==> src/rtl/fetch_unit.sv <==
// Instruction-fetch stage: owns the PC, runs a single-outstanding req/rvalid
// handshake to instruction memory and presents ir/pc1/if_valid/flush to decode.
module fetch_unit #(
    parameter logic [31:0] RESET_PC = 32'h0000_8000,
    parameter logic [31:0] NOP_INSN = 32'h0000_0013
) (
    input  logic        clk,
    input  logic        rst_n,
    input  logic        stall,
    input  logic        redirect,
    input  logic [31:0] redirect_pc,
    output logic        imem_req,
    output logic [31:0] imem_addr,
    input  logic        imem_rvalid,
    input  logic [31:0] imem_rdata,
    output logic [31:0] ir,
    output logic [31:0] pc1,
    output logic        flush,
    output logic        if_valid,
    output logic        fetch_fault
);

    localparam logic [2:0] ST_IDLE  = 3'd0;
    localparam logic [2:0] ST_ISSUE = 3'd1;
    localparam logic [2:0] ST_WAIT  = 3'd2;
    localparam logic [2:0] ST_HOLD  = 3'd3;
    localparam logic [2:0] ST_DRAIN = 3'd4;
    localparam logic [2:0] ST_FAULT = 3'd5;

    function automatic logic is_misaligned(input logic [31:0] addr);
        return (addr[1:0] != 2'b00);
    endfunction

    logic [2:0]  state_r,     state_s;
    logic [31:0] pc_r,        pc_s;
    logic [31:0] ir_r,        ir_s;
    logic [31:0] pc1_r,       pc1_s;
    logic        if_valid_r,  if_valid_s;
    logic        flush_r,     flush_s;
    logic        fault_r,     fault_s;
    logic        req_r,       req_s;
    logic [31:0] addr_r,      addr_s;
    logic [31:0] hold_insn_r, hold_insn_s;
    logic [31:0] hold_pc_r,   hold_pc_s;

    // Next-state, datapath and output computation for the fetch FSM
    always_comb begin
        state_s     = state_r;
        pc_s        = pc_r;
        pc1_s       = pc1_r;
        flush_s     = 1'b0;
        fault_s     = fault_r;
        hold_insn_s = hold_insn_r;
        hold_pc_s   = hold_pc_r;

        // A non-stalled edge that delivers nothing leaves a bubble, never a repeat
        if (stall) begin
            ir_s       = ir_r;
            if_valid_s = if_valid_r;
        end else begin
            ir_s       = NOP_INSN;
            if_valid_s = 1'b0;
        end

        if (state_r == ST_FAULT) begin
            ir_s       = NOP_INSN;
            if_valid_s = 1'b0;
        end else if (redirect) begin
            flush_s     = 1'b1;
            ir_s        = NOP_INSN;
            if_valid_s  = 1'b0;
            hold_insn_s = NOP_INSN;
            hold_pc_s   = 32'h0000_0000;
            if (is_misaligned(redirect_pc)) begin
                fault_s = 1'b1;
                state_s = ST_FAULT;
            end else begin
                pc_s = redirect_pc;
                // A request launched in ISSUE or still pending must be drained first
                case (state_r)
                    ST_ISSUE: state_s = ST_DRAIN;
                    ST_WAIT:  state_s = imem_rvalid ? ST_ISSUE : ST_DRAIN;
                    ST_DRAIN: state_s = imem_rvalid ? ST_ISSUE : ST_DRAIN;
                    default:  state_s = ST_ISSUE;
                endcase
            end
        end else begin
            case (state_r)
                ST_IDLE: begin
                    state_s = ST_ISSUE;
                end
                ST_ISSUE: begin
                    state_s = ST_WAIT;
                end
                ST_WAIT: begin
                    if (imem_rvalid) begin
                        pc_s = pc_r + 32'd4;
                        if (stall) begin
                            hold_insn_s = imem_rdata;
                            hold_pc_s   = pc_r;
                            state_s     = ST_HOLD;
                        end else begin
                            ir_s       = imem_rdata;
                            pc1_s      = pc_r;
                            if_valid_s = 1'b1;
                            state_s    = ST_ISSUE;
                        end
                    end else begin
                        state_s = ST_WAIT;
                    end
                end
                ST_HOLD: begin
                    if (!stall) begin
                        ir_s        = hold_insn_r;
                        pc1_s       = hold_pc_r;
                        if_valid_s  = 1'b1;
                        hold_insn_s = NOP_INSN;
                        state_s     = ST_ISSUE;
                    end else begin
                        state_s = ST_HOLD;
                    end
                end
                ST_DRAIN: begin
                    if (imem_rvalid) begin
                        state_s = ST_ISSUE;
                    end else begin
                        state_s = ST_DRAIN;
                    end
                end
                default: begin
                    ir_s       = NOP_INSN;
                    if_valid_s = 1'b0;
                    state_s    = ST_IDLE;
                end
            endcase
        end

        req_s  = (state_s == ST_ISSUE);
        addr_s = pc_s;
    end

    // State and output registers with synchronous active-low reset
    always_ff @(posedge clk) begin
        if (!rst_n) begin
            state_r     <= ST_IDLE;
            pc_r        <= RESET_PC;
            ir_r        <= NOP_INSN;
            pc1_r       <= RESET_PC;
            if_valid_r  <= 1'b0;
            flush_r     <= 1'b0;
            fault_r     <= 1'b0;
            req_r       <= 1'b0;
            addr_r      <= RESET_PC;
            hold_insn_r <= NOP_INSN;
            hold_pc_r   <= 32'h0000_0000;
        end else begin
            state_r     <= state_s;
            pc_r        <= pc_s;
            ir_r        <= ir_s;
            pc1_r       <= pc1_s;
            if_valid_r  <= if_valid_s;
            flush_r     <= flush_s;
            fault_r     <= fault_s;
            req_r       <= req_s;
            addr_r      <= addr_s;
            hold_insn_r <= hold_insn_s;
            hold_pc_r   <= hold_pc_s;
        end
    end

    assign imem_req    = req_r;
    assign imem_addr   = addr_r;
    assign ir          = ir_r;
    assign pc1         = pc1_r;
    assign flush       = flush_r;
    assign if_valid    = if_valid_r;
    assign fetch_fault = fault_r;

endmodule

==> config.mk <==
export PLATFORM = sky130hd
export DESIGN_NAME = fetch_unit
export DESIGN_NICKNAME = d
export VERILOG_FILES = /design/src/rtl/fetch_unit.sv
export SDC_FILE = /design/constraint.sdc
export NUM_CORES = 1
export LEC_CHECK = 0
export CORE_MARGIN = 2
export CORE_UTILIZATION = 43
export DETAILED_ROUTE_END_ITERATION = 6
export GPL_ROUTABILITY_DRIVEN = 0
export PLACE_DENSITY = 0.71
export SYNTH_ARGS = -nofsm -noshare
export SYNTH_HDL_FRONTEND = slang
export SYNTH_SLANG_ARGS = --single-unit
export TNS_END_PERCENT = 20
==> constraint.sdc <==
create_clock -name clk -period 5.77 [get_ports clk]
set_clock_uncertainty 0.1 [all_clocks]
set_input_delay 1.154 -clock clk [delete_from_list [all_inputs] [get_ports clk]]
set_output_delay 1.154 -clock clk [all_outputs]
set_load 0.01 [all_outputs]
-- Yosys cells after proc, flatten, opt, wreduce, memory -nomap -nowiden
Index checks and enable logic that the tools add are counted.
- word-level logic and storage cells: 78
- input port bits: 69
- output and inout port bits: 100
- flip-flop bits (word level): 167
- mux-type cells: 35
- eq/ne operators: 13
- add/sub/neg operators: 1
- reductions and logical operators: 16
- bitwise logic cells: 3
- operators by type and width (operator ; number):
    2-to-1 mux 32 bit ; 19
    one-hot mux 32 bit (2 select lines) ; 2
    one-hot mux 32 bit (3 select lines) ; 1
    adder 32 x 3 -> 32 bit (second input constant) ; 1
    2-to-1 mux 3 bit ; 5
    one-hot mux 3 bit (5 select lines) ; 1
    nonzero test 2 bit ; 5
    inequality test 3 bit (second input constant) ; 3
    inequality test 2 bit (second input constant) ; 4
    AND reduction 4 bit ; 2
    == test 3 x 1 -> 1 bit (second input constant) ; 2
    == test 3 x 2 -> 1 bit (second input constant) ; 2
    == test 3 bit (second input constant) ; 2
    one-hot mux 3 bit (2 select lines) ; 1
    AND reduction 6 bit ; 1
    OR reduction 3 bit ; 2
    AND reduction 5 bit ; 1
    2-to-1 mux 1 bit ; 4
    OR reduction 2 bit ; 2
    zero test 3 bit ; 1
    NOT 1 bit ; 3
    one-hot mux 1 bit (3 select lines) ; 1
    AND reduction 3 bit ; 1
    nonzero test 3 bit ; 1
    2-to-1 mux 2 bit ; 1

-- Depth between registers and ports, before layout
Gate-level depths: netlist (run 1).
- depth after elaboration: 7
- gate-level depth with buffers: 8
- mapped depth without buffers: 6

-- Worst setup path after synthesis (run 1)
Ideal clock, no wire load.
- path type: input port to flip-flop
- start point: input port redirect
- end point: register addr_r[27], in the netlist imem_addr[27]
- arrival: 2376 ps
- library setup time: 126 ps
- path buffers: 1
- stages on the path: 6
- required time: 5544 ps
- setup slack: 3168 ps
- cell sequence: buf_2 or3b_2 o21a_1 o21ai_0 a21oi_1 a2bb2oi_1
- longest elaborated chain between the ends: 2
- elaborated cells between the ends (all ways): 5
- classes of those cells: eq/ne (1); mux (1); reduce/logical (3)
- RTL lines (what ; RTL line ; source):
    from (decl) ; 10 ; input logic redirect,
    inequality test 2 bit (no line) / nonzero test 2 bit (equally long branches) ; n/a ;
    AND reduction 4 bit (no line) ; n/a ;
    to (signal assigned) ; 165 ; addr_r <= addr_s;
    to (decl) ; 42 ; logic [31:0] addr_r, addr_s;
Parallel ways exist; a longest one is shown, timed or not.
A chain may end at the register's enable or synchronous reset.

-- Worst setup path in the final report (run 1)
- start point: input port rst_n
- end point: register ir_r[19], in the netlist ir[19]
- longest elaborated chain between the ends: 2
- RTL lines (what ; RTL line ; source):
    from (decl) ; 8 ; input logic rst_n,
    NOT 1 bit (no line) ; n/a ;
    OR reduction 3 bit (no line) ; n/a ;
    to (signal assigned) ; 159 ; ir_r <= ir_s;
    to (decl) ; 36 ; logic [31:0] ir_r, ir_s;
No other way between the ends.

==> reports/metrics.csv, run 1 <==
metric,value,unit
synth-to-layout area growth,29.5,%
remaining antenna violation count,0,
RSZ-0062 raised after global routing,false,
max-slew violations,0,
sequence of cells on the critical path,clkdlybuf4s50_1 > clkinv_2 > nor2_1 > nand2_1 > a21oi_1,
core box area,17300,sq um
crit start category,input port,
slew margin rel.,0.170,
first-pass GRT wire length,34500,microns
"EDFF count, synth",0,
worst min-delay path class,register to register,
DRC Markers,0,
clk_lat worst skew,430,ps
"Max FO, Critical Path",31,
total number of yosys warnings,0,
post-synthesis instance total,869,
Seq cells post-synth,167,
die area,18700,sq um
Max IR drop VDD,0.000243,V
Final Hold Viols,0,
pin count of the biggest net entering global routing,91,
DRT Wirelength,21500,microns
clock slew at reported path FFs,70,ps
Final WS setup,2350,ps
initial antenna violation count,0,
register area share after synthesis,0.441,
Syn Area/Cell,8.73,sq um
routed len/inst,17.6,microns
DRT Pass-1 Iters,5,
final hold slack,352,ps
# IOs,169,
Max Buffers Root-to-Sink,2,
fmax,292,MHz
slowest CP cell,clkdlybuf4s50_1,
Vias/cell,5.75,
Syn Nets,939,
H-tree levels,4,
final critical-path share of the clock period,0.593,
layout cell share with drive strength beyond 1,0.0704,
Die Width,137,microns
std cell rows,48,
Synth Flop Type,dfxtp_1,
Slew @ Worst Pin,1240,ps
final net count,1052,
Max Cap Viol,0,
CP Class,input port to register,
CTS sink count,167,
# port buffers,168,
Antenna diodes,0,
Fillers,1578,
Worst path max stage delay,1060,ps
vias in the first global route,6667,
CP Data Arrival Time,3660,ps
critical path capture point type,register,
Via Count,7013,
CTS tree,done,
grt ovf,0,
Leakage,3.46,nW
PD cells,267,nW/um^2
clk root buf,clkbuf_16,
setup violators final,0,
Post-CTS Setup Inserts,0,
status,finished clean,
die extent in y,137,microns
CTS resizes,0,
"FFs w/ async S/R, synth",0,
initial core utilization,0.439,
R2R Setup Slk,2880,ps
"Hold-fix buffers, CTS",0,
Syn Std Cell Area,7590,sq um
Required @ worst endpoint,6000,ps
Total Routing Usage GR,0.234,
Netlist cell types,65,
FF/Latch Area,3340,sq um
"worst slack, placed",1920,ps
post-DP HPWL,13800,microns
Multi-input gate area,3830,sq um
CTS buffer count,17,
Setup TNS Final,0,ps
1st-iter DRT viols,688,
crit path time final,3420,ps
==> stage by stage <==
| stage | power (mW) | util | instance area, sq um | std cells |
|---|---|---|---|---|
| final | 2.62 | 0.568 | 9820 | 1220 |
| after global routing | 2.72 | 0.568 | 9820 | 1220 |
| after CTS | 2.65 | 0.568 | 9820 | 1220 |
| after detailed placement | 1.47 | 0.533 | 9220 | 1188 |
| after global placement | 1.47 | 0.533 | 9220 | 1188 |
| after floorplan | 1.37 | - | 7590 | 869 |
==> critical path, delay by kind of cell <==
| kind | cells | cell delay, ps |
|---|---|---|
| AND/OR/NAND/NOR | 2 | 920 |
| buffers and inverters | 2 | 1190 |
| AO/OA/AOI/OAI | 1 | 370 |
==> layer usage <==
layer / vias up / global-route usage / part of all wire
li1: 3410 / - / -
met1: 3346 / 0.309 / 0.45
met2: 221 / 0.369 / 0.46
met3: 36 / 0.0552 / 0.064
met4: 0 / 0.0934 / 0.020
met5: - / 0 / 0
==> path summary, 6_finish.rpt <==
kind | endpoint | cells after the start | from
max | ir[19] | 5 | rst_n
min | hold_insn_r[31] | 2 | hold_insn_r[31]
max reg2reg | ir[11] | 5 | state_r[1]
min reg2reg | hold_insn_r[31] | 2 | hold_insn_r[31]
==> kinds of logic after synthesis <==
kind of cell,share of synthesized area
compound gates,0.241
simple gates,0.211
flops,0.441
fa+ha+maj,0.00165
mux,0.0488
buf+inv,0.0567
==> state kept, by name (all words and copies together) (netlist names) <==
name and cells:
ir 32, hold_insn_r 32, imem_req 1, if_valid 1, flush 1, imem_addr 32
fetch_fault 1, state_r 3, pc1 32, hold_pc_r 32
==> synth_stat cells, drive strengths merged (2+ instances only) <==
master | instances | area share
nand3 | 31 | 0.022
o221a | 2 | 0.0030
o221ai | 2 | 0.0023
and2 | 3 | 0.0025
a31oi | 7 | 0.0058
a22o | 29 | 0.033
a21o | 3 | 0.0030
a31o | 2 | 0.0023
nor3b | 14 | 0.015
nor4b | 2 | 0.0043
and4 | 5 | 0.0058
inv | 7 | 0.0035
nand2 | 81 | 0.040
a2bb2oi | 2 | 0.0023
nand4b | 2 | 0.0023
nand2b | 7 | 0.0068
or3b | 2 | 0.0023
clkbuf | 27 | 0.014
nand3b | 4 | 0.0045
mux2i | 37 | 0.049
o211ai | 2 | 0.0020
dfxtp | 167 | 0.44
a211oi | 39 | 0.044
a22oi | 42 | 0.042
nor3 | 6 | 0.0040
nor2 | 101 | 0.050
o21a | 6 | 0.0059
o31ai | 4 | 0.0040
a221oi | 6 | 0.0069
o21ai | 35 | 0.023
nor4 | 7 | 0.014
o22ai | 6 | 0.0049
buf | 55 | 0.039
or3 | 3 | 0.0025
nor2b | 4 | 0.0033
nand4 | 17 | 0.014
and3 | 15 | 0.012
a311oi | 2 | 0.0023
a21oi | 73 | 0.048
==> area by class of cell <==
type | count | share of cell area
multi-input cells | 613 | 0.389
flip-flops and latches | 167 | 0.340
repair buffers | 176 | 0.177
clock buffers | 21 | 0.0479
well taps | 225 | 0.0287
clock inverters | 11 | 0.0141
inverters | 7 | 0.00280
==> placed cells by master (no fill, tap or decap), drive strengths merged, types with 5 or more instances in the layout <==
master / count
nand2b: 7
nand3: 31
nor3b: 14
a221oi: 6
a211oi: 39
nor4: 7
a22oi: 42
nand2: 81
and4: 5
clkdlybuf4s50: 167
nor2: 101
a21oi: 73
buf: 9
clkbuf: 21
o22ai: 6
inv: 10
a31oi: 7
nand4: 17
o21a: 6
and3: 15
nor3: 6
mux2i: 37
dfxtp: 167
a22o: 29
o21ai: 35
==> report_power, final <==
group / switching [mW] / internal (mW)
logic: 0.134 / 0.108
clock network: 0.491 / 0.682
registers: 0.0315 / 1.18
No activity file was read; power rests on OpenSTA's default activity.
==> inputs of run 2 (changes only) <==
==> constraint.sdc (replaced) <==
create_clock -name clk -period 3.4 [get_ports clk]
set_clock_uncertainty 0.1 [all_clocks]
set_input_delay 0.68 -clock clk [delete_from_list [all_inputs] [get_ports clk]]
set_output_delay 0.68 -clock clk [all_outputs]
set_load 0.01 [all_outputs]
==> run 2 against run 1 <==
Effect of this change: sequential share of layout area fell by 0.29 points; largest cell class unchanged; non-clock buffer count rose by 14; wire length fell by 0.13%; critical path type is now register to register; global-route usage fell by 0.37 points; highest routed layer unchanged; via count fell by 0.84%; final area rose by 0.85%; largest power group unchanged; worst hold slack barely moved; clock-buffer cell count fell by 2; setup slack got worse by 1700 ps; core utilization rose by 0.48 points.
==> reports/metrics.csv, run 2 (synthesis results as in run 1) <==
metric,value,unit,change
Final Hold Viols,0,,unchanged
routed len/inst,17.4,microns,-1.2%
combinational power share,0.100,,+0.008
Fillers,1598,,+1.3%
Required @ worst endpoint,3660,ps,-2340 ps
"Hold-fix buffers, CTS",0,,unchanged
initial core utilization,0.439,,unchanged
Clock power frac,0.427,,-0.020
CP Data Arrival Time,2970,ps,-690 ps
clk_lat worst skew,430,ps,about the same
Max Cap Viol,0,,unchanged
initial antenna violation count,0,,unchanged
remaining antenna violation count,0,,unchanged
pin count of the biggest net entering global routing,91,,unchanged
Vias/cell,5.64,,-1.9%
Setup TNS Final,0,ps,unchanged
core box area,17300,sq um,unchanged
Buf/Inv on CP,0,,-2
die extent in y,137,microns,unchanged
CTS sink count,167,,unchanged
slowest CP cell,and2_1,,
Slew @ Worst Pin,1150,ps,-90.2 ps
Via Count,6954,,-0.84%
Worst path max stage delay,870,ps,-190 ps
Leakage,3.50,nW,+1.2%
final hold slack,351,ps,-0.462 ps
PD cells,437,nW/um^2,+64%
worst min-delay path class,register to register,,
"Max FO, Critical Path",25,,-19%
layout cell share with drive strength beyond 1,0.0823,,+0.0120
Pint,3.23,mW,+64%
H-tree levels,4,,unchanged
sequence of cells on the critical path,nor2_1 > a31o_2 > a22oi_2 > and2_1 > a22o_1,,
1st-iter DRT viols,697,,+1.3%
slew margin rel.,0.229,,+0.0593
Total Routing Usage GR,0.230,,-0.00366
setup violators final,0,,unchanged
Tot Pwr,4.33,mW,+65%
DRC Markers,0,,unchanged
CP Class,register to register,,
vias in the first global route,6412,,-3.8%
DRT Wirelength,21400,microns,-0.13%
Max Buffers Root-to-Sink,2,,unchanged
# port buffers,168,,unchanged
Switching Fraction,0.255,,+0.00460
DRT Pass-1 Iters,5,,unchanged
die area,18700,sq um,unchanged
synth-to-layout area growth,30.6,%,
CTS resizes,0,,unchanged
CTS tree,done,,
final critical-path share of the clock period,0.799,,
clock slew at reported path FFs,70,ps,about the same
Max IR drop VDD,0.000332,V,+36%
Top delay family on crit path,simple AND/OR/NAND/NOR gates,,
std cell rows,48,,unchanged
Post-CTS Setup Inserts,0,,unchanged
RSZ-0062 raised after global routing,false,,
status,finished clean,,
# IOs,169,,unchanged
first-pass GRT wire length,34100,microns,-1.0%
fmax,368,MHz,
Antenna diodes,0,,unchanged
switching power total,1.11,mW,+68%
clk root buf,clkbuf_16,,
crit path time final,2720,ps,
crit start category,register,,
Die Width,137,microns,unchanged
grt ovf,0,,unchanged
critical path capture point type,register,,
CTS buffer count,17,,unchanged
final net count,1066,,+1.3%
post-DP HPWL,14300,microns,+2.9%
max-slew violations,0,,unchanged
most frequent cells in the layout,"167 x dfxtp_1, 167 x clkdlybuf4s50_1, 98 x nor2_1, 81 x nand2_1, 73 x a21oi_1",,
sequential share of power,0.473,,+0.013
## run 2: changes by cell type in the layout (fill, tap and decap cells not counted)
cell / before / now
clkbuf_8: 3 / 1
inv_8: 2 / 1
clkinvlp_4: 4 / 7
buf_4: 8 / 20
bufinv_16: 2 / 1
buf_12: 0 / 2
## run 2: area by class of cell
type	instances	area (sq um)	area share
flip-flops and latches	167	3340	0.337
inverters	7	27.5	0.00278
multi-input cells	613	3830	0.386
clock inverters	12	120	0.0121
repair buffers	190	1870	0.188
well taps	225	282	0.0284
clock buffers	19	443	0.0447
## run 2: stage by stage
stage               worst slack (ps)  utilization  instances  instance area (sq um)
floorplan                       1270            -        869                   7590
global placement                 419        0.540       1202                   9350
detailed placement               397        0.540       1202                   9350
CTS                              777        0.573       1233                   9910
global route                     531        0.573       1233                   9910
finish                           682        0.573       1233                   9910
## run 2: power by group through the flow
stage	clock network, mW	logic, mW	registers [mW]
after floorplan	0	0.248	2.07
after global placement	0	0.428	2.09
after detailed placement	0	0.431	2.09
after CTS	1.88	0.433	2.05
after global routing	1.97	0.469	2.05
final	1.85	0.433	2.05
## run 2: per-layer routing
| layer | wire length (microns) | share of wire | vias to the layer above | global-route usage |
|---|---|---|---|---|
| li1 | - | - | 3435 | - |
| met5 | 0 | 0 | - | 0 |
| met1 | 9910 | 0.46 | 3274 | 0.317 |
| met4 | 272 | 0.013 | 0 | 0.0687 |
| met3 | 1300 | 0.061 | 21 | 0.0444 |
| met2 | 9940 | 0.46 | 224 | 0.366 |
## run 2: path summary, 6_finish.rpt
check,from,cells after the start,end,slack [ps]
worst max-delay path,state_r[0],5,hold_pc_r[24],680
worst min-delay path,ir[22],2,ir[22],350
worst max register to register,state_r[0],5,hold_pc_r[24],680
worst min register to register,ir[22],2,ir[22],350
## run 2: worst min-delay path, stage by stage, from the launching register on
cell,delay [ps]
dfxtp_1,310
nand2_1,50
a21oi_1,50
==> inputs of run 3 (changes only) <==
--- a/config.mk
+++ b/config.mk
@@ -9,7 +9,7 @@
 export CORE_UTILIZATION = 43
 export DETAILED_ROUTE_END_ITERATION = 6
 export GPL_ROUTABILITY_DRIVEN = 0
-export PLACE_DENSITY = 0.71
+export PLACE_DENSITY = 0.74
 export SYNTH_ARGS = -nofsm -noshare
 export SYNTH_HDL_FRONTEND = slang
 export SYNTH_SLANG_ARGS = --single-unit
==> constraint.sdc (replaced) <==
create_clock -name clk -period 2.5 [get_ports clk]
set_clock_uncertainty 0.1 [all_clocks]
set_input_delay 0.5 -clock clk [delete_from_list [all_inputs] [get_ports clk]]
set_output_delay 0.5 -clock clk [all_outputs]
set_load 0.01 [all_outputs]
==> run 3 against run 2 <==
Effect of this change: global-route usage grew 0.47 points; clock-buffer cell count shrank 1; highest routed layer unchanged; wire length grew 0.24%; critical path depth shrank 3; sequential share of layout area shrank 0.64 points; largest cell class unchanged.
==> reports/metrics.csv, run 3 (synthesis results as in run 1) <==
metric,value,unit,change
status,finished clean,,
CP Data Arrival Time,1630,ps,-1340 ps
Buf/Inv on CP,2,,+2
std cell rows,48,,unchanged
Die Width,137,microns,unchanged
post-DP HPWL,14300,microns,+0.43%
routed len/inst,17.2,microns,-0.80%
Via Count,7169,,+3.1%
Total Routing Usage GR,0.235,,+0.00470
pin count of the biggest net entering global routing,91,,unchanged
Placed Instance Area,9510,sq um,+1.8%
# port buffers,168,,unchanged
crit start category,register,,
Max Cap Viol,0,,unchanged
RSZ-0062 raised after global routing,false,,
die extent in y,137,microns,unchanged
worst min-delay path class,register to register,,
Antenna diodes,0,,unchanged
critical path capture point type,output port,,
Max Buffers Root-to-Sink,2,,unchanged
final hold slack,353,ps,+2.09 ps
Max IR drop VDD,0.000515,V,+55%
DRT Pass-1 Iters,6,,+1
fmax,449,MHz,
"Hold-fix buffers, CTS",0,,unchanged
Clock power frac,0.433,,+0.006
1st-iter DRT viols,601,,-14%
Finished Cell Area,10100,sq um,+1.9%
Worst path max stage delay,540,ps,-330 ps
slowest CP cell,clkdlybuf4s50_1,,
CTS tree,done,,
Vias/cell,5.75,,+2.0%
CTS sink count,167,,unchanged
final critical-path share of the clock period,0.891,,
switching power total,1.63,mW,+47%
"Max FO, Critical Path",7,,-72%
Switching Fraction,0.272,,+0.0167
core box area,17300,sq um,unchanged
PD cells,593,nW/um^2,+36%
Leakage,3.62,nW,+3.3%
Post-CTS Setup Inserts,0,,unchanged
Fillers,1568,,-1.9%
most frequent cells in the layout,"167 x dfxtp_1, 167 x clkdlybuf4s50_1, 98 x nor2_1, 81 x nand2_1, 73 x a21oi_1",,
setup violators final,0,,unchanged
layout cell share with drive strength beyond 1,0.0950,,+0.0127
grt ovf,0,,unchanged
synth-to-layout area growth,33.1,%,
die area,18700,sq um,unchanged
combinational power share,0.105,,+0.005
CTS resizes,0,,unchanged
vias in the first global route,6658,,+3.8%
clock slew at reported path FFs,70,ps,about the same
CTS buffer count,17,,unchanged
clk_lat worst skew,430,ps,about the same
Top delay family on crit path,buffers and inverters,,
first-pass GRT wire length,34900,microns,+2.3%
Placed Cells,1214,,+1.0%
CP Class,register to output port,,
H-tree levels,4,,unchanged
Slew @ Worst Pin,1090,ps,-61.1 ps
DRC Markers,0,,unchanged
initial antenna violation count,0,,unchanged
Final Hold Viols,0,,unchanged
clk root buf,clkbuf_16,,
"Cell Count, Final, Fillers Out",1246,,+1.1%
slew margin rel.,0.270,,+0.0408
remaining antenna violation count,0,,unchanged
Tot Pwr,5.99,mW,+38%
sequential share of power,0.462,,-0.011
sequence of cells on the critical path,buf_4 > clkdlybuf4s50_1,,
max-slew violations,0,,unchanged
Pint,4.36,mW,+35%
final net count,1078,,+1.1%
# IOs,169,,unchanged
DRT Wirelength,21500,microns,+0.24%
crit path time final,2230,ps,
Required @ worst endpoint,1900,ps,-1760 ps
initial core utilization,0.439,,unchanged
## run 3: cell types whose count changed in the layout (fill, tap and decap cells not counted)
cell / change
inv_8: +2
clkinv_8: +3
clkinvlp_4: -5
bufinv_16: -1
buf_12: +6
clkbuf_1: -1
inv_6: +3
buf_4: +6
## run 3: worst register-to-register path: cells and delay by family, from the launching register on
kind	cells	cell delay [ps]
AO/OA/AOI/OAI	2	260
adder cells (fa/ha/maj)	1	320
flip-flops	1	470
AND/OR/NAND/NOR	3	960
## run 3: through the flow
step	setup TNS (ps)	setup slack (ps)	utilization
after floorplan	0	511	-
after global placement	0	52.9	0.550
after detailed placement	-40.2	-21.7	0.550
after CTS	0	260	0.584
after global routing	0	152	0.584
final	0	273	0.584
## run 3: path summary, 6_finish.rpt
kind / from / end / slack (ps) / cells after the start
setup / recovery: imem_addr[7] / imem_addr[7] / 270 / 2
hold / removal: ir[26] / ir[26] / 350 / 2
setup reg to reg: imem_addr[3] / imem_addr[16] / 330 / 6
hold reg to reg: ir[26] / ir[26] / 350 / 2
## run 3: cell type report
type / count / area (sq um) / area share
clock buffer: 18 / 439 / 0.0435
clock inverter: 14 / 150 / 0.0149
inverter: 7 / 27.5 / 0.00273
multi-input combinational: 613 / 3830 / 0.379
sequential: 167 / 3340 / 0.331
tap: 225 / 282 / 0.0279
timing repair buffer: 202 / 2030 / 0.201
## run 3: metal layers
layer / global-route usage / up-vias / routed length, microns
li1: - / 3467 / -
met3: 0.0500 / 33 / 1460
met4: 0.0796 / 0 / 425
met2: 0.364 / 264 / 9800
met1: 0.325 / 3405 / 9790
met5: 0 / - / 0
## run 3: power by group through the flow
stage | clock network, mW | logic (mW) | registers, mW
after floorplan | 0 | 0.337 | 2.82
after global placement | 0 | 0.616 | 2.83
after detailed placement | 0 | 0.623 | 2.83
after CTS | 2.64 | 0.627 | 2.77
after global routing | 2.74 | 0.682 | 2.78
final | 2.59 | 0.627 | 2.77
==> variant 1, RTL diff (flow settings as in run 2) <==
Register the output `fetch_fault` once more, with the module's reset; this adds one clock of latency there. The other outputs are not delayed to match.
--- a/src/rtl/fetch_unit.sv
+++ b/src/rtl/fetch_unit.sv
@@ -176,3 +176,9 @@
     assign if_valid    = if_valid_r;
-    assign fetch_fault = fault_r;
+    always_ff @(posedge clk) begin
+        if (!rst_n) begin
+            fetch_fault <= '0;
+        end else begin
+            fetch_fault <= fault_r;
+        end
+    end
 
Function: changed (Yosys sat finds a counterexample within 4 cycles, from zero or initial values and one cycle with rst_n low).
==> variant 1 against run 2 <==
- the run now ends with DRC left
- wire length rose by 1.4%
- largest cell class unchanged
- sequential cell count rose by 1
- critical path depth rose by 1
- power rose by 4.1%
- non-clock buffer count did not move
- final area fell by 1.0%
- critical endpoint is now imem_addr[28]
- count of clock-buffer cells in the layout rose by 3
- synthesized area fell by 2.5%
- setup slack improved by 0.15 ns
==> variant 1: results (changes against run 2) <==
* NonClk Buf Share at 0.1911 (+0.002737)
* Layout Nets at 1108 (+3.9%)
* Critical path arrival at 2.82 ns (-0.15 ns)
* Gr usage total at 0.2377 (+0.007566)
* Post-CTS setup buffer count at 0 (unchanged)
* Fillers at 1538 (-3.8%)
* Crit-path max FO at 16 (-36%)
* Tapcell Cnt at 220 (-2.2%)
* Post-placement cell count at 1239 (+3.1%)
* ClkCell Share at 0.06227 (+0.005443)
* Failing checks: DRC
* Via count at 7271 (+4.6%)
* Met2 WL at 10200 um (+2.6%)
* Met1 Use GR at 0.3039 (-0.01273)
* Initial antenna violation count at 1 (+1)
* Grt met2 use at 0.3785 (+0.01207)
* Main area contributors after synthesis: dfxtp_1 45%, nand2_1 7.7%, nand3_1 5.7%
* Initial DRC count at 665 (-4.6%)
* Synth cell types at 64 (-1.5%)
* Post-synth top cells: 168 x dfxtp_1, 152 x nand2_1, 95 x nor2_1
* DR WL met3 at 1581 um (+21%)
* Syn. warnings at 0 (unchanged)
* First-pass GRT wire length at 34790 um (+1.9%)
* Drt via density at 5.721 (+1.4%)
* Crit-path max cell delay at 0.80 ns (-0.07 ns)
* Placement Setup Slack at 0.5208 ns (+0.1242 ns)
* Peak VDD IR at 0.3295 mV (-0.63%)
* Post-synth ARST share at 0 (unchanged)
* Area of the multi-input gates at 3645 um2 (-4.7%)
* Clkbuf count at 22 (+3)
* Seq. cell area at 3363 um2 (+0.60%)
* Multi-input logic cell count at 651 (+6.2%)
* Synth Area in Compound Gates at 0.2199 (-0.02157)
* Post-Syn Area per Cell at 8.067 um2 (-7.6%)
* Clock sink count at 168 (+0.60%)
* Lkg Pwr at 0.003414 uW (-2.5%)
* Vias in the first global route at 6751 (+5.3%)
* Slowest cell on the critical path: nor4_4
* Pre-Repair DR Iteration Count at 7 (+2)
* Status: complete, but fails checks
* Mux cell area share after synthesis at 0.005413 (-0.04341)
* Post-Synth Adder-Cell Area at 0.001691 (+0.00004213)
* Non-clk invs at 10 (+3)
* Sequential fraction of the synthesis area at 0.4547 (+0.01396)
* Slew @ Worst Pin at 0.9252 ns (-0.2294 ns)
* Routed WL per cell at 17.10 um (-1.6%)
* Pin count of the biggest net entering global routing at 47 (-48%)
* Residual DRC count at 4 (+4)
* Met3 usage at 0.06210 (+0.01766)
* P per Cell Area at 459.6 nW/um2 (+5.1%)
## variant 1: changes by cell type after synthesis, moves of 28 or more
| cell | run 2 | this run |
|---|---|---|
| a22oi_1 | 41 | 4 |
| a311oi_1 | 2 | 30 |
| clkbuf_1 | 25 | 53 |
| mux2i_1 | 37 | 4 |
| nand2_1 | 81 | 152 |
| nand3_1 | 30 | 84 |
## variant 1: worst paths after layout
kind,cells after the start,slack [ns],start,end
worst min register to register,2,0.35,hold_insn_r[13],hold_insn_r[13]
worst max register to register,6,0.83,imem_addr[2],imem_addr[28]
worst max-delay path,6,0.83,imem_addr[2],imem_addr[28]
worst min-delay path,2,0.35,hold_insn_r[13],hold_insn_r[13]
## variant 1: report_power, final
| group | switching [uW] | leakage, uW | internal (uW) | total [uW] |
|---|---|---|---|---|
| clock network | 799 | 0.000299 | 1180 | 1980 |
| registers | 56.2 | 0.00136 | 2020 | 2070 |
| logic | 257 | 0.00175 | 196 | 454 |
| total | 1110 | 0.00341 | 3390 | 4510 |
==> variant 2, RTL diff (config.mk and constraints of run 2) <==
Without the edit above. Change the parameter `RESET_PC` from 32'h0000_8000 to 32'h00004000.
--- a/src/rtl/fetch_unit.sv
+++ b/src/rtl/fetch_unit.sv
@@ -3,3 +3,3 @@
 module fetch_unit #(
-    parameter logic [31:0] RESET_PC = 32'h0000_8000,
+    parameter logic [31:0] RESET_PC = 32'h00004000,
     parameter logic [31:0] NOP_INSN = 32'h0000_0013
Behaviour: not the same (a bounded check fails within 4 cycles, from zero or initial values and one cycle with rst_n low).
==> variant 2 against run 2 <==
- via count grew 2.3%
- final area shrank 0.23%
- power grew 2.5%
- sequential cell count is the same
- wire length grew 2.6%
- setup slack gained 0.064 ns
- synthesized area is essentially flat
- synthesized cell count shrank 2.9%
- critical path type unchanged
- highest routed layer unchanged
==> variant 2: results (changes against run 2) <==
* Status: finished, final reports clean
* Synth Area in Compound Gates at 0.2370 (-0.004423)
* Post-synth top cells: 167 x dfxtp_1, 116 x nand3_1, 81 x nand2_1
* DR WL met3 at 1470 um (+13%)
* Flop2flop setup slack at 0.75 ns (+0.06 ns)
* Lkg Pwr at 0.003879 uW (+11%)
* Synthesized net count at 914 (-2.7%)
* Post-Synthesis Cells at 844 (-2.9%)
* H-tree Lvls at 4 (unchanged)
* Synth cell types at 75 (+15%)
* Worst Hold End: hold_insn_r[14]
* Post-Syn Area at 7580 um2 (about the same)
* Met1 Use GR at 0.3323 (+0.01558)
* Initial DRC count at 687 (-1.4%)
* Sequential fraction of the synthesis area at 0.4411 (about the same)
* Placed Area at 9299 um2 (-0.50%)
* Vias in the first global route at 6480 (+1.1%)
* Post-DP HPWL at 14200 um (-0.36%)
* Post-placement cell count at 1178 (-2.0%)
* Grt met2 use at 0.3542 (-0.01222)
* Main area contributors after synthesis: dfxtp_1 44%, nand3_1 7.7%, o211a_1 4.5%
* Crit-path max FO at 25 (unchanged)
* DRT met1 WL at 10320 um (+4.1%)
* Pre-Repair DR Iteration Count at 7 (+2)
* Setup crit end: hold_pc_r[11]
* Gr usage total at 0.2342 (+0.004078)
* FMAX at 376.8 MHz (+2.4%)
* Fillers at 1512 (-5.4%)
* Mux cell area share after synthesis at 0.006933 (-0.04189)
* Layout Nets at 1042 (-2.3%)
* Met3 usage at 0.05407 (+0.009630)
* Area Overhead vs Synth at 30.42%
* NonClk Buf Share at 0.1868 (-0.001596)
* Share of post-route cells with drive strength above 1 at 0.08934 (+0.006999)
* Critical path arrival at 2.92 ns (-0.05 ns)
* Area of the multi-input gates at 3797 um2 (-0.75%)
* Drt via density at 5.879 (+4.2%)
* Slew @ Worst Pin at 1.116 ns (-0.03843 ns)
* Via count at 7113 (+2.3%)
* Met2 WL at 9880 um (-0.58%)
* Syn. warnings at 0 (unchanged)
* Pin count of the biggest net entering global routing at 72 (-21%)
* ClkCell Share at 0.05936 (+0.002534)
* Placement Setup Slack at 0.4192 ns (+0.02263 ns)
* Post-Synth Adder-Cell Area at 0.001651 (about the same)
* Sequential share of cell area at 0.3382 (+0.0007686)
* First-pass GRT wire length at 34600 um (+1.4%)
* Peak VDD IR at 0.4451 mV (+34%)
-- variant 2: cell count changes after synthesis, sizes merged, moves of 9 or more --
| cell | run 2 | this run |
|---|---|---|
| nor3 | 6 | 15 |
| buf | 55 | 43 |
| a21oi | 73 | 22 |
| mux2i | 37 | 3 |
| nor2 | 101 | 56 |
| a22oi | 42 | 5 |
| o211a | 0 | 34 |
| a211oi | 39 | 9 |
| a222oi | 0 | 23 |
| and2 | 3 | 12 |
| nand4 | 17 | 8 |
| nand3 | 31 | 118 |
| clkbuf | 27 | 38 |
-- variant 2: cell families after synthesis --
| group | count (synthesis) |
|---|---|
| fa+ha+maj | 1 |
| mux | 5 |
| simple gates | 356 |
| compound gates | 225 |
| buf+inv | 90 |
| flops | 167 |
-- variant 2: power by group --
| group | total, uW | leakage [uW] | switching (uW) | internal [uW] |
|---|---|---|---|---|
| sequential | 2050 | 0.00135 | 55.9 | 2000 |
| clock | 1940 | 0.000277 | 833 | 1110 |
| combinational | 445 | 0.00225 | 247 | 197 |
